[config.mk]
export PLATFORM = sky130hd
export DESIGN_NAME = hazard_ctrl
export DESIGN_NICKNAME = d
export VERILOG_FILES = /design/src/rtl/hazard_ctrl.sv
export SDC_FILE = /design/constraint.sdc
export NUM_CORES = 1
export LEC_CHECK = 0
export ABC_AREA = 1
export BUFFER_PORTS_ARGS = -buffer_cell sky130_fd_sc_hd__buf_2
export CORE_ASPECT_RATIO = 1.4
export CORE_MARGIN = 5
export CORE_UTILIZATION = 60
export DETAILED_ROUTE_END_ITERATION = 12
export GPL_TIMING_DRIVEN = 0
export PLACE_DENSITY = 0.9
export SLEW_MARGIN = 10
export SYNTH_ARGS = -nofsm -noshare
export SYNTH_HDL_FRONTEND = slang
export SYNTH_SLANG_ARGS = --single-unit
[constraint.sdc]
create_clock -name clk -period 4.1 [get_ports clk]
set_clock_uncertainty 0.15 [all_clocks]
set_input_delay 0.205 -clock clk [delete_from_list [all_inputs] [get_ports clk]]
set_output_delay 0.205 -clock clk [all_outputs]
set_load 0.03 [all_outputs]
[src/rtl/hazard_ctrl.sv]
// Stall/forward controller for a 5-stage MIPS pipeline.
// Keeps a shadow copy of the E/M/W destination records and applies Tuse/Tnew
// rules to produce the D-stage stall and the per-operand forward selects.
// Also owns the mult/div busy countdown that holds off HI/LO users.
module hazard_ctrl #(
  parameter int MULT_CYCLES = 5,
  parameter int DIV_CYCLES  = 10,
  parameter int CNT_W       = 4
) (
  input  logic       clk,
  input  logic       reset,
  input  logic [4:0] rs_D,
  input  logic [4:0] rt_D,
  input  logic [1:0] tuse_rs_D,
  input  logic [1:0] tuse_rt_D,
  input  logic [4:0] dst_D,
  input  logic       regwrite_D,
  input  logic [1:0] tnew_D,
  input  logic       md_start_D,
  input  logic       md_div_D,
  input  logic       md_use_D,
  output logic       stall,
  output logic       md_busy,
  output logic [1:0] fwd_rs_D,
  output logic [1:0] fwd_rt_D,
  output logic [1:0] fwd_rs_E,
  output logic [1:0] fwd_rt_E,
  output logic       fwd_rt_M
);

  // E record carries everything later stages or the counter still need.
  typedef struct packed {
    logic [4:0] rs;
    logic [4:0] rt;
    logic [4:0] dst;
    logic       we;
    logic [1:0] tnew;
    logic       md_start;
    logic       md_div;
  } e_rec_t;

  e_rec_t           e_q;
  e_rec_t           e_d;
  logic [4:0]       m_rt;
  logic [4:0]       m_dst;
  logic             m_we;
  logic [1:0]       m_tnew;
  logic [4:0]       w_dst;
  logic             w_we;
  logic [CNT_W-1:0] cnt;
  logic             stall_raw;
  logic             rs_stall;
  logic             rt_stall;
  logic             md_stall;

  // Producer X supplies operand r; R0 is never a real dependency.
  function automatic logic hit(input logic we, input logic [4:0] dst,
                               input logic [4:0] r);
    return we && (dst == r) && (r != 5'd0);
  endfunction

  // D-stage source: check the nearest stage first. An older value picked here
  // while a younger producer is still computing is replaced by E forwarding.
  function automatic logic [1:0] sel_d(input logic [4:0] r);
    if (hit(e_q.we, e_q.dst, r) && e_q.tnew == 2'd0) return 2'd1;
    if (hit(m_we, m_dst, r) && m_tnew == 2'd0)       return 2'd2;
    if (hit(w_we, w_dst, r))                         return 2'd3;
    return 2'd0;
  endfunction

  // E-stage source: M result if ready, else W write data.
  function automatic logic [1:0] sel_e(input logic [4:0] r);
    if (hit(m_we, m_dst, r) && m_tnew == 2'd0) return 2'd2;
    if (hit(w_we, w_dst, r))                   return 2'd3;
    return 2'd0;
  endfunction

  // Pack the D-stage instruction into the record that enters E.
  always_comb begin
    // NOTE: every always_comb output gets a default first so no path infers a latch.
    e_d          = '0;
    e_d.rs       = rs_D;
    e_d.rt       = rt_D;
    e_d.dst      = dst_D;
    e_d.we       = regwrite_D && (dst_D != 5'd0);
    e_d.tnew     = tnew_D;
    e_d.md_start = md_start_D;
    e_d.md_div   = md_start_D && md_div_D;
  end

  // Stall when a producer in E or M will not have its result by Tuse,
  // or when a HI/LO user meets a running or just-issued mult/div.
  always_comb begin
    rs_stall  = (hit(e_q.we, e_q.dst, rs_D) && (e_q.tnew > tuse_rs_D)) ||
                (hit(m_we, m_dst, rs_D) && (m_tnew > tuse_rs_D));
    rt_stall  = (hit(e_q.we, e_q.dst, rt_D) && (e_q.tnew > tuse_rt_D)) ||
                (hit(m_we, m_dst, rt_D) && (m_tnew > tuse_rt_D));
    md_stall  = md_use_D && ((cnt != '0) || e_q.md_start);
    stall_raw = rs_stall || rt_stall || md_stall;
  end

  // Outputs are held at zero for as long as reset is asserted.
  always_comb begin
    stall    = 1'b0;
    md_busy  = 1'b0;
    fwd_rs_D = 2'd0;
    fwd_rt_D = 2'd0;
    fwd_rs_E = 2'd0;
    fwd_rt_E = 2'd0;
    fwd_rt_M = 1'b0;
    if (!reset) begin
      stall    = stall_raw;
      md_busy  = (cnt != '0);
      fwd_rs_D = sel_d(rs_D);
      fwd_rt_D = sel_d(rt_D);
      fwd_rs_E = sel_e(e_q.rs);
      fwd_rt_E = sel_e(e_q.rt);
      fwd_rt_M = hit(w_we, w_dst, m_rt);
    end
  end

  // Shadow pipeline advances every cycle; a stall injects a bubble into E.
  always_ff @(posedge clk) begin
    // NOTE: sequential state uses non-blocking assignments so every stage samples pre-edge values.
    if (reset) begin
      e_q    <= '0;
      m_rt   <= '0;
      m_dst  <= '0;
      m_we   <= 1'b0;
      m_tnew <= '0;
      w_dst  <= '0;
      w_we   <= 1'b0;
    end else begin
      w_dst  <= m_dst;
      w_we   <= m_we;
      m_rt   <= e_q.rt;
      m_dst  <= e_q.dst;
      m_we   <= e_q.we;
      m_tnew <= (e_q.tnew != 2'd0) ? e_q.tnew - 2'd1 : 2'd0;
      e_q    <= stall_raw ? '0 : e_d;
    end
  end

  // Busy countdown loads as the mult/div leaves E, then runs down to zero.
  always_ff @(posedge clk) begin
    if (reset) begin
      cnt <= '0;
    end else if (e_q.md_start) begin
      cnt <= e_q.md_div ? CNT_W'(DIV_CYCLES) : CNT_W'(MULT_CYCLES);
    end else if (cnt != '0) begin
      cnt <= cnt - CNT_W'(1);
    end
  end

endmodule
Word level (Yosys, flattened, before mapping)

Index checks and enable logic that the tools add are counted.

Register bits after elaboration: 43
Output and inout port bits: 11
Logic and storage cells: 143
Input port bits: 27

Magnitude comparators: 4
Multiplexer cells: 58
Equality and inequality tests: 11
Reduce and logical (&&, ||, !) cells: 53
Add/sub/neg operators: 2
Bitwise logic cells: 1

Operators by type and width:

| operator            | count |
|---|---|
| $eq 5x5->1          | 11 |
| $mux 2              | 24 |
| $logic_and 1x1->1   | 35 |
| $mux 1              | 31 |
| $reduce_bool 5->1   | 6 |
| $mux 4              | 3 |
| $gt 2x2->1          | 4 |
| $logic_or 1x1->1    | 5 |
| $logic_not 2->1     | 2 |
| $reduce_bool 2->1   | 2 |
| $reduce_bool 4->1   | 1 |
| $reduce_or 2->1     | 2 |
| $sub 4x1->4 const B | 1 |
| $sub 2x1->2 const B | 1 |
| $not 1->1           | 1 |

Logic depth before layout (Yosys ltp)

Gate-level depths: netlist of run 1.

Word-level depth: 15
Mapped depth: 12
Depth with buffers taken out: 11

Worst setup path before layout of run 1

Ideal clock, no wire load.

Path type: register to output
From: reg w_dst[3]
To: out fwd_rs_E[0]
Required time: 3745 ps
Data arrival time: 1574 ps
Path buffers: 1
Setup slack: 2171 ps
Stages on the path, launching flop included: 6
Cell sequence: dfxtp_1 clkbuf_1 xor2_1 nor3_1 nand2_1 nor3b_1

Longest elaborated chain between the ends: 9
Elaborated cells on any way between the ends: 10
Those cells by class: eq/ne (1); mux (7); reduce/logical (2)

RTL lines:

| what                              | RTL line | RTL |
|---|---|---|
| from (decl)                       | 48       | `logic [4:0] w_dst;` |
| from (signal assigned)            | 134      | `w_dst <= m_dst;` |
| $eq 5x5->1 *                      | 59       | `return we && (dst == r) && (r != 5'd0);` |
| $logic_and 1x1->1 * (2 in series) | 59       |  |
| $mux 1 (2 in series)              | 74       | `if (hit(w_we, w_dst, r)) return 2'd3;` |
| $mux 1                            | 111      | `if (!reset) begin` |
| $mux 2 *                          | 75       | `return 2'd0;` |
| $mux 2 *                          | 74       |  |
| $mux 2 *                          | 111      |  |
| to (decl)                         | 26       | `output logic [1:0] fwd_rs_E,` |

Mark *: on every way between the ends. The rest lies on a longest branch, timed or not. The select of a mux whose other input is x is not followed.

Worst setup path in the final report of run 1

From: reg w_dst[2]
To: out fwd_rs_D[1]

Longest elaborated chain between the ends: 11
Elaborated cells on any way between the ends: 12
Those cells by class: eq/ne (1); mux (9); reduce/logical (2)

RTL lines:

| what                              | RTL line | RTL |
|---|---|---|
| $eq 5x5->1 *                      | 59       |  |
| $logic_and 1x1->1 * (2 in series) | 59       |  |
| $mux 1 (2 in series)              | 67       | `if (hit(w_we, w_dst, r)) return 2'd3;` |
| $mux 1                            | 66       | `if (hit(m_we, m_dst, r) && m_tnew == 2'd0) return 2'd2;` |
| $mux 1                            | 111      |  |
| $mux 2 *                          | 68       | `return 2'd0;` |
| $mux 2 *                          | 67       |  |
| $mux 2 *                          | 66       |  |
| $mux 2 *                          | 111      |  |
| to (decl)                         | 24       | `output logic [1:0] fwd_rs_D,` |

Marks and branches as above.

==> results of run 1 <==
[state kept, by name, indices dropped and copies added (netlist names)]
signal,flops
e_q,20
cnt,4
m_tnew,2
w_we,1
w_dst,5
m_rt,5
m_we,1
m_dst,5
[cell type report]
class                      count  area (um2)
buffer                         6        37.5
clock buffer                   6        72.6
clock inverter                 2        12.5
fill                         354        1210
inverter                      68         255
multi-input combinational    272        1420
sequential                    43         861
tap                           45        56.3
timing repair buffer          46         275
[through the flow]
stage               power, mW  utilization (%)
floorplan               0.808                -
global placement        0.892             67.0
detailed placement      0.902             67.0
CTS                      1.17             71.2
global route             1.25             71.2
finish                   1.17             71.2
[per-layer routing]
layer,part of all wire [%],routed length [um],track usage [%],up-vias
li1,-,-,-,1325
met1,38,2590,27.4,1185
met2,53,3620,48.6,93
met3,4.9,333,4.49,23
met4,3.5,235,13.2,0
met5,0,0,0,-
[cell usage after synthesis (3+ instances only)]
library cell  instances  area [um2]
nand2_1              83         312
inv_1                56         210
nor2_1               51         191
dfxtp_1              43         861
nor2_2               26         163
a21oi_1              24         120
nand3_1              18        90.1
inv_2                12        45.0
ha_1                 11         138
o21ai_0              11        55.1
xnor2_1               9        78.8
nor3_1                8        40.0
xor2_1                8        70.1
nand4_1               5        31.3
o22ai_1               5        31.3
clkbuf_1              3        11.3
nand3_2               3        30.0
[kinds of logic after synthesis]
logic type	after synthesis	share of synthesized area, %
buffers and inverters	74	11.4
AOI/OAI and AO/OA	45	9.52
xor gates and xnor gates	17	5.78
adders and majority gates	11	5.34
DFF	43	33.4
and+or+nand+nor	199	34.6
[worst min-delay path by stage]
stage | start | to | cells after the start
3_5_place_dp | e_q[2] | m_tnew[0] | 1
5_1_grt | regwrite_D | e_q[4] | 3
4_1_cts | regwrite_D | e_q[4] | 3
2_1_floorplan | md_start_D | e_q[1] | 2
3_3_place_gp | e_q[2] | m_tnew[0] | 1
6_report | regwrite_D | e_q[4] | 3
[where the power goes]
group / internal, mW / leakage [nW] / switching, mW
Clock: 0.119 / 0.0412 / 0.144
Sequential: 0.474 / 0.353 / 0.0482
Combinational: 0.153 / 1.04 / 0.234
[critical path, cell delays in order, from the launching register on]
cell     delay (ns)
dfxtp_1        0.39
inv_1          0.20
o21ai_0        0.10
a21oi_1        0.14
nand2_1        0.10
o21ai_0        0.18
nand2_1        0.10
nor2_1         0.15
buf_2          0.23
[cell usage in the layout (no fill, tap or decap)]
cell type      count
nand2_1           83
inv_1             56
inv_2             12
dfxtp_1           43
nand4_1            5
a31oi_1            1
nand2_2            2
nand3_1           18
o21ai_0           11
buf_6              2
dlygate4sd3_1      9
o22ai_1            5
nor3_1             8
a21oi_1           24
nand3b_1           1
clkinvlp_4         1
nand3_2            3
ha_1              11
clkinv_2           1
nor4_1             1
buf_1              1
a221oi_1           1
xnor2_1            9
o2111ai_1          1
nor2_1            51
nor3b_1            1
buf_2             37
clkbuf_1           4
xor2_1             8
clkbuf_8           5
a211oi_1           2
nor2_2            26
==> results.tsv, run 1 <==
stage	metric	value	unit
die	die area	0.00572	mm2
die	I/O pins	38	
clocking	Root Buffer	clkbuf_8	
setup_path	internal reg-to-reg setup slack	2.25	ns
global_route	Total GRT Usage	26.0	%
sta	unrepaired setup endpoints after global routing	no	
placed_design	DP Wirelength	5180	um
drt	DRC violations left	0	
die	row count	28	
setup_path	Critical Path Start Type	flop	
sta	Slew @ Worst Pin	0.562	ns
clocking	Worst-path clk slew	0.08	ns
sta	Fin. Hold Viols	0	
drt	Detailed Route WL	6780	um
setup_path	Critical R2R Launch	m_tnew[1]	
hold_path	Hold Path Class	primary input to flop	
clocking	post-CTS sizing	0	
drt	per-cell routed wire length	13.9	um
logic_synthesis	Mapped Cells	389	
die	Die Ht	87.5	um
sta	WHS	0.0205	ns
placed_design	Post-DP Area	0.00282	mm2
drt	vias per cell	5.38	
setup_path	crit path kind	flop to primary output	
die	core footprint	0.00420	mm2
clocking	clock net sink count	43	
power_and_ir_drop	pwr/cell area	391	mW/mm2
die	Die X-Extent	65.4	um
clocking	later-pin clock latency in the skew report	0.30	ns
flow_run	Max-Cap Viols	0	
clocking	post-CTS setup buffer count	0	
sta	total negative slack	0	ns
sta	final clock period utilization by the worst path	54.7	%
global_route	gr ovfl total	0	
placed_design	Setup WS pre-CTS	2.16	ns
global_route	vias in the first global route	2551	
placed_design	RePlAce Congestion	1.00	
sta	Slew headroom	62.6	%
finish	cell area after layout	0.00299	mm2
drt	number of DRC markers in iteration 0	160	
power_and_ir_drop	leakage power	1.43	nW
setup_path	Register-to-Register Path Depth	9	
logic_synthesis	Syn Nets	427	
finish	layout cells sized above 1	20.1	%
clocking	H-tree Lvls	2	
clocking	CTS Buf Count	5	
clocking	Max clock buf depth	2	
finish	# diodes	0	
placed_design	placed cells	471	
clocking	hold_buf cts	9	
die	Starting Density	61.3	%
logic_synthesis	#FFs+latches synth	43	
drt	ANT nets after route	0	
finish	Final Non-Filler Cells	488	
logic_synthesis	Yosys cell types	27	
drt	Via Count	2626	
finish	Final nets	480	
clocking	CTS tree	yes	
logic_synthesis	predominant post-synthesis flop cell	dfxtp_1	
sta	final setup violation count	0	
power_and_ir_drop	Peak VDD IR	0.000441	V
global_route	first-pass GRT wire length	11400	um
logic_synthesis	Synth async-reset ratio	0	%
setup_path	CP arrival	1.89	ns
outcome	status	finished clean	
placed_design	port bufs	37	
setup_path	Crit. Startpoint	w_dst[2]	
logic_synthesis	Post-synth EDFFs	0	
sta	Slew Viols, Final	0	
sta	PnR worst setup slack	1.86	ns
setup_path	CP Max Fanout	6	
setup_path	worst reg2reg endpoint	e_q[2]	
setup_path	Critical Path RT	3.74	ns
logic_synthesis	Syn Area/Cell	6.62	um2
logic_synthesis	Yosys warnings	0	
sta	Max Clk Rate	446	MHz
global_route	antenna violations before repair	0	
setup_path	CP Capture Point	fwd_rs_D[1]	
drt	drt pass-1 iters	4	
finish	synthesis-to-layout area growth	16.2	%
global_route	largest net degree at the start of global routing	14	
logic_synthesis	Seq/Total Area, Yosys	33.4	%
sta	Final min period	2.24	ns
logic_synthesis	Syn Std Cell Area	0.00258	mm2
setup_path	endpoint type of the worst setup path	primary output	
(Power assumes the default switching activity.)
==> inputs of run 2 (changes only) <==
--- a/config.mk
+++ b/config.mk
@@ -9,10 +9,10 @@
 export BUFFER_PORTS_ARGS = -buffer_cell sky130_fd_sc_hd__buf_2
 export CORE_ASPECT_RATIO = 1.4
 export CORE_MARGIN = 5
-export CORE_UTILIZATION = 60
+export CORE_UTILIZATION = 57
 export DETAILED_ROUTE_END_ITERATION = 12
 export GPL_TIMING_DRIVEN = 0
-export PLACE_DENSITY = 0.9
+export PLACE_DENSITY = 0.87
 export SLEW_MARGIN = 10
 export SYNTH_ARGS = -nofsm -noshare
 export SYNTH_HDL_FRONTEND = slang
==> constraint.sdc (replaced) <==
create_clock -name clk -period 2.22 [get_ports clk]
set_clock_uncertainty 0.15 [all_clocks]
set_input_delay 0.111 -clock clk [delete_from_list [all_inputs] [get_ports clk]]
set_output_delay 0.111 -clock clk [all_outputs]
set_load 0.03 [all_outputs]
==> results.tsv, run 2 (synthesis gave the netlist of run 1 again) <==
stage	metric	value	unit
power_and_ir_drop	switching power total	0.812	mW
drt	per-cell routed wire length	14.1	um
global_route	antenna violations before repair	0	
sta	Max Clk Rate	469	MHz
power_and_ir_drop	Clock power frac	22.3	%
drt	Detailed Route WL	7300	um
sta	Final min period	2.13	ns
clocking	CTS tree	yes	
setup_path	Critical R2R Launch	m_dst[2]	
finish	Largest Register	e_q	
global_route	met1 usage	26.5	%
clocking	CTS Buf Count	5	
die	core footprint	0.00446	mm2
global_route	most used routing layer	met2	
power_and_ir_drop	Int Power	1.40	mW
power_and_ir_drop	sequential power share	43.6	%
finish	sequential cell area	865	um2
sta	Fin. Hold Viols	0	
setup_path	most frequent cell on the critical path	nor2_2	
global_route	grt met3 use	5.16	%
setup_path	WP depth	11	
global_route	Total GRT Usage	27.0	%
setup_path	Register-to-Register Path Depth	11	
global_route	gr ovfl total	0	
drt	DRC violations left	0	
setup_path	worst reg2reg endpoint	e_q[3]	
sta	Slew @ Worst Pin	0.592	ns
setup_path	CP Capture Point	stall	
power_and_ir_drop	Final Power	2.21	mW
finish	synthesis-to-layout area growth	22.9	%
placed_design	placed cells	488	
global_route	met2 GRT Util	51.9	%
placed_design	port bufs	37	
placed_design	Post-DP Area	0.00284	mm2
placed_design	DP Wirelength	5220	um
outcome	status	finished clean	
clocking	Worst-path clk slew	0.08	ns
drt	drt pass-1 iters	5	
sta	Slew headroom	60.6	%
setup_path	buffers and inverters on the worst path	4	
power_and_ir_drop	Switching Fraction	36.8	%
die	die area	0.00598	mm2
finish	Final Non-Filler Cells	517	
drt	number of DRC markers in iteration 0	63	
flow_run	Max-Cap Viols	0	
finish	Layout fillers	360	
sta	final clock period utilization by the worst path	96.1	%
power_and_ir_drop	leakage power	1.49	nW
setup_path	crit path kind	primary input to primary output	
finish	most frequent cells in the layout	83 x nand2_1, 56 x inv_1, 48 x nor2_1	
setup_path	crit-path cells	dlygate4sd3_1 -> buf_4 -> inv_2 -> nand3_2 -> nor2_2 -> nor2_2 -> nand3_2 -> nand2_2 -> nor2_2 -> a21oi_1 -> buf_4	
setup_path	Critical Path Start Type	primary input	
die	row count	29	
power_and_ir_drop	Peak VDD IR	0.000660	V
setup_path	endpoint type of the worst setup path	primary output	
global_route	largest net degree at the start of global routing	14	
finish	most common cell after layout, fill and taps aside	nand2_1	
global_route	vias in the first global route	2652	
finish	Largest register FFs	20	
clocking	Root Buffer	clkbuf_8	
clocking	H-tree Lvls	2	
die	Die X-Extent	66.8	um
power_and_ir_drop	combinational share of power	34.1	%
setup_path	slowest CP cell	dlygate4sd3_1	
finish	Util after Layout	70.9	%
drt	vias per cell	5.19	
power_and_ir_drop	pwr/cell area	698	mW/mm2
placed_design	RePlAce Congestion	0.949	
sta	PnR worst setup slack	0.0870	ns
setup_path	CP arrival	1.87	ns
setup_path	CP Max Fanout	4	
die	Die Ht	89.5	um
placed_design	Setup WS pre-CTS	0.441	ns
die	Starting Density	57.7	%
finish	layout cells sized above 1	21.1	%
sta	final setup violation count	0	
clocking	post-CTS setup buffer count	0	
setup_path	Max stage delay on crit path	0.57	ns
finish	Multi-input gate area	0.00144	mm2
die	I/O pins	38	
setup_path	Critical Path RT	1.96	ns
hold_path	Hold Path Class	primary input to flop	
clocking	clock net sink count	43	
setup_path	Worst path top cell family by delay	buffers and inverters	
drt	Via Count	2685	
clocking	Max clock buf depth	2	
finish	Final nets	492	
drt	ANT nets after route	0	
finish	cell area after layout	0.00317	mm2
clocking	later-pin clock latency in the skew report	0.31	ns
global_route	first-pass GRT wire length	11900	um
setup_path	internal reg-to-reg setup slack	0.42	ns
sta	Slew Viols, Final	0	
finish	# diodes	0	
setup_path	Crit. Startpoint	rt_D[3]	
run 2: changes by cell type in the layout (fill, tap and decap cells not counted), sizes merged:
cell / change
dlygate4sd3: +12
run 2: final cells by class:
class	instances	share of cell area (%)
multi-input combinational	272	45.5
sequential	43	27.3
timing repair buffer	58	12.7
inverter	68	8.14
tap	62	2.45
clock buffer	6	2.29
buffer	6	1.19
clock inverter	2	0.395
run 2: how the worst min path moves through the flow:
stage,slack (ns),to,from,cells after the start
floorplan,0.09,e_q[1],md_start_D,2
global placement,0.18,e_q[2],tnew_D[0],3
detailed placement,0.19,e_q[3],tnew_D[1],3
CTS,0.05,cnt[1],reset,4
global route,0.10,cnt[1],reset,4
finish,0.06,cnt[1],reset,4
run 2: metrics by stage:
stage / TNS, ns / hold slack, ns
after floorplan: 0 / 0.0875
after global routing: -0.0320 / 0.104
after detailed placement: 0 / 0.195
final: 0 / 0.0611
after global placement: 0 / 0.185
after CTS: 0 / 0.0482
run 2: power by group through the flow:
stage	clock network, mW	registers, mW	logic [mW]
2_1_floorplan	0	0.953	0.538
3_3_place_gp	0	0.973	0.675
3_5_place_dp	0	0.978	0.696
4_1_cts	0.490	0.960	0.729
5_1_grt	0.535	0.973	0.848
6_report	0.493	0.963	0.754
run 2: tightest hold or removal path, cell delays in order:
cell     delay, ns
buf_2         0.11
inv_1         0.12
o21ai_0       0.10
a21oi_1       0.05
run 2: layer usage:
metal | wire length (um) | up-vias | part of all wire (%)
met4 | 269 | 0 | 3.7
li1 | - | 1347 | -
met2 | 4050 | 90 | 55
met3 | 386 | 23 | 5.3
met1 | 2590 | 1225 | 36
met5 | 0 | - | 0
run 2: timing repair:
| item | 4_1_cts | 5_1_grt |
|---|---|---|
| hold buffers | 21 | 0 |
| endpoints found under the setup margin | 0 | 5 |
| hold endpoints to repair | 20 | 0 |
| gates resized for setup | 0 | 14 |
==> inputs of run 3 (changes only) <==
--- a/config.mk
+++ b/config.mk
@@ -5,7 +5,6 @@
 export SDC_FILE = /design/constraint.sdc
 export NUM_CORES = 1
 export LEC_CHECK = 0
-export ABC_AREA = 1
 export BUFFER_PORTS_ARGS = -buffer_cell sky130_fd_sc_hd__buf_2
 export CORE_ASPECT_RATIO = 1.4
 export CORE_MARGIN = 5
==> results.tsv, run 3 <==
stage	metric	value	unit
global_route	largest net degree at the start of global routing	15	
logic_synthesis	Yosys warnings	0	
setup_path	Critical Path Start Type	flop	
sta	Slew headroom	50.1	%
finish	Largest Register	e_q	
setup_path	worst reg2reg endpoint	e_q[19]	
finish	# diodes	0	
drt	vias per cell	5.87	
die	row count	28	
flow_run	Max-Cap Viols	0	
die	Die X-Extent	66.1	um
global_route	antenna violations before repair	0	
setup_path	Register-to-Register Path Depth	9	
drt	routed wl met2	3880	um
drt	Top Metal Used	met4	
logic_synthesis	Post-synth top cells	43 x dfxtp_1, 42 x xnor2_1, 20 x nor2_1	
hold_path	hold endpoint	e_q[13]	
power_and_ir_drop	Clock power frac	22.5	%
clocking	later-pin clock latency in the skew report	0.30	ns
setup_path	endpoint type of the worst setup path	primary output	
die	Starting Density	59.1	%
power_and_ir_drop	Switching Fraction	34.8	%
setup_path	CP arrival	2.23	ns
drt	DRC violations left	0	
global_route	Total GRT Usage	24.8	%
global_route	gr ovfl total	0	
sta	Slew @ Worst Pin	0.749	ns
placed_design	DP Wirelength	4710	um
logic_synthesis	Mapped Cells	274	
finish	Largest register FFs	20	
sta	final clock period utilization by the worst path	112	%
sta	Fin. Hold Viols	0	
logic_synthesis	Syn Std Cell Area	0.00251	mm2
die	Die Ht	88.5	um
power_and_ir_drop	Int Power	1.79	mW
hold_path	hold_sp	rt_D[3]	
setup_path	internal reg-to-reg setup slack	-0.15	ns
logic_synthesis	predominant post-synthesis flop cell	dfxtp_1	
sta	unrepaired setup endpoints after global routing	yes	
power_and_ir_drop	pwr/cell area	849	mW/mm2
sta	Final min period	2.49	ns
setup_path	CP Max Fanout	5	
placed_design	RePlAce Congestion	1.00	
finish	most frequent cells in the layout	40 x xnor2_1, 30 x buf_2, 26 x dfxtp_1	
finish	synthesis-to-layout area growth	28.8	%
clocking	H-tree Lvls	2	
logic_synthesis	synth top area cells	dfxtp_1 34%, xnor2_1 15%, and4b_1 6.0%	
drt	number of DRC markers in iteration 0	127	
logic_synthesis	Yosys cell types	40	
finish	Final Non-Filler Cells	391	
logic_synthesis	Syn Nets	312	
die	I/O pins	38	
power_and_ir_drop	combinational share of power	39.9	%
die	die area	0.00584	mm2
finish	layout cells sized above 1	30.2	%
clocking	Worst-path clk slew	0.08	ns
sta	Max Clk Rate	401	MHz
clocking	CTS tree	yes	
drt	ANT nets after route	0	
sta	PnR worst setup slack	-0.272	ns
hold_path	hold depth	2	
global_route	vias in the first global route	2369	
drt	Via Count	2297	
logic_synthesis	Syn Area/Cell	9.15	um2
clocking	clock net sink count	43	
drt	metal3 WL	439	um
drt	per-cell routed wire length	18.7	um
power_and_ir_drop	sequential power share	37.6	%
setup_path	crit path kind	flop to primary output	
logic_synthesis	most numerous cell in the Yosys netlist	dfxtp_1	
sta	total negative slack	-1.52	ns
finish	Final nets	368	
clocking	CTS Buf Count	5	
clocking	Root Buffer	clkbuf_8	
sta	final setup violation count	19	
placed_design	Setup WS pre-CTS	-0.238	ns
logic_synthesis	Post-synth EDFFs	0	
setup_path	Critical Path RT	1.96	ns
die	core footprint	0.00424	mm2
hold_path	Hold Path Class	primary input to flop	
drt	drt pass-1 iters	4	
power_and_ir_drop	leakage power	1.30	nW
setup_path	Critical R2R Launch	cnt[1]	
global_route	first-pass GRT wire length	11000	um
power_and_ir_drop	Peak VDD IR	0.000721	V
logic_synthesis	Synth top area share	34.3	%
drt	Detailed Route WL	7310	um
logic_synthesis	Seq/Total Area, Yosys	34.3	%
logic_synthesis	#FFs+latches synth	43	
outcome	status	finished, violations left	
sta	Slew Viols, Final	0	
clocking	Max clock buf depth	2	
placed_design	placed cells	370	
logic_synthesis	cell taking the most area after synthesis	dfxtp_1	
outcome	failing checks	negative setup slack	
drt	wire length on met1	2690	um
logic_synthesis	Synth async-reset ratio	0	%
placed_design	port bufs	36	
power_and_ir_drop	switching power total	0.954	mW
finish	most common cell after layout, fill and taps aside	xnor2_1	
[run 3: changes by cell type in the layout (fill, tap and decap cells not counted), moves of 10 or more]
cell           delta
a21oi_1          -16
xnor2_1          +31
nor2b_1          +19
buf_4            +15
inv_1            -43
dfxtp_1          -14
nor2_1           -28
nor2_2           -28
o21ai_0          -10
nand3_1          -16
nand2_1          -78
dlygate4sd3_1    -11
and4b_1          +15
[run 3: repair_timing]
action	4_1_cts	5_1_grt
hold buffers	10	0
setup endpoints to repair	24	20
buffers inserted	8	6
pin swaps	6	6
gates resized for setup	33	21
hold endpoints to repair	10	0
[run 3: cell families after synthesis]
logic type / after synthesis / share of synthesized area, %
AO/OA/AOI/OAI: 28 / 8.68
XOR/XNOR: 54 / 18.9
adder cells (fa/ha/maj): 11 / 5.49
buffers and inverters: 34 / 5.39
flip-flops: 43 / 34.3
AND/OR/NAND/NOR: 104 / 27.2
[run 3: critical path: stages, from the launching register on]
cell	delay (ns)
dfxtp_2	0.33
inv_2	0.08
ha_4	0.13
or3b_4	0.39
o21ai_4	0.16
o31ai_4	0.11
a211oi_4	0.36
buf_6	0.16
a21oi_2	0.05
buf_6	0.16
[run 3: power groups by stage]
| stage | sequential (mW) | clock [mW] | combinational, mW |
|---|---|---|---|
| global route | 1.05 | 0.648 | 1.19 |
| detailed placement | 1.00 | 0 | 0.823 |
| finish | 1.03 | 0.617 | 1.09 |
| global placement | 1.00 | 0 | 0.790 |
| CTS | 1.02 | 0.611 | 0.975 |
| floorplan | 0.977 | 0 | 0.652 |
[run 3: area by class of cell]
| class | count | area, um2 |
|---|---|---|
| well taps | 60 | 75.1 |
| clock inverters | 3 | 43.8 |
| repair buffers | 59 | 397 |
| inverters | 15 | 56.3 |
| clock buffers | 5 | 68.8 |
| flip-flops and latches | 43 | 897 |
| multi-input cells | 197 | 1650 |
| fillers | 260 | 1010 |
| plain buffers | 9 | 42.5 |
[run 3: worst max-delay path by stage]
stage,startpoint,to,depth (start not counted)
6_report,cnt[1],stall,9
4_1_cts,cnt[1],stall,9
3_5_place_dp,cnt[0],stall,9
3_3_place_gp,cnt[0],stall,9
5_1_grt,cnt[1],stall,9
2_1_floorplan,w_dst[3],fwd_rs_D[1],6
[run 3: per-stage QoR]
stage	area [um2]	util (%)	hold WS [ns]	power, mW
after floorplan	2520	-	0.0811	1.63
after global placement	2770	65.4	0.209	1.79
after detailed placement	2770	65.4	0.222	1.83
after CTS	3120	73.7	0.0151	2.60
after global routing	3230	76.2	0.0355	2.88
final	3230	76.2	0.0390	2.74
[run 3: per-layer routing]
metal  up-vias  track usage, %
met3        24            3.56
li1       1063               -
met5         -               0
met2       107            47.4
met4         0            12.8
met1      1103            25.8
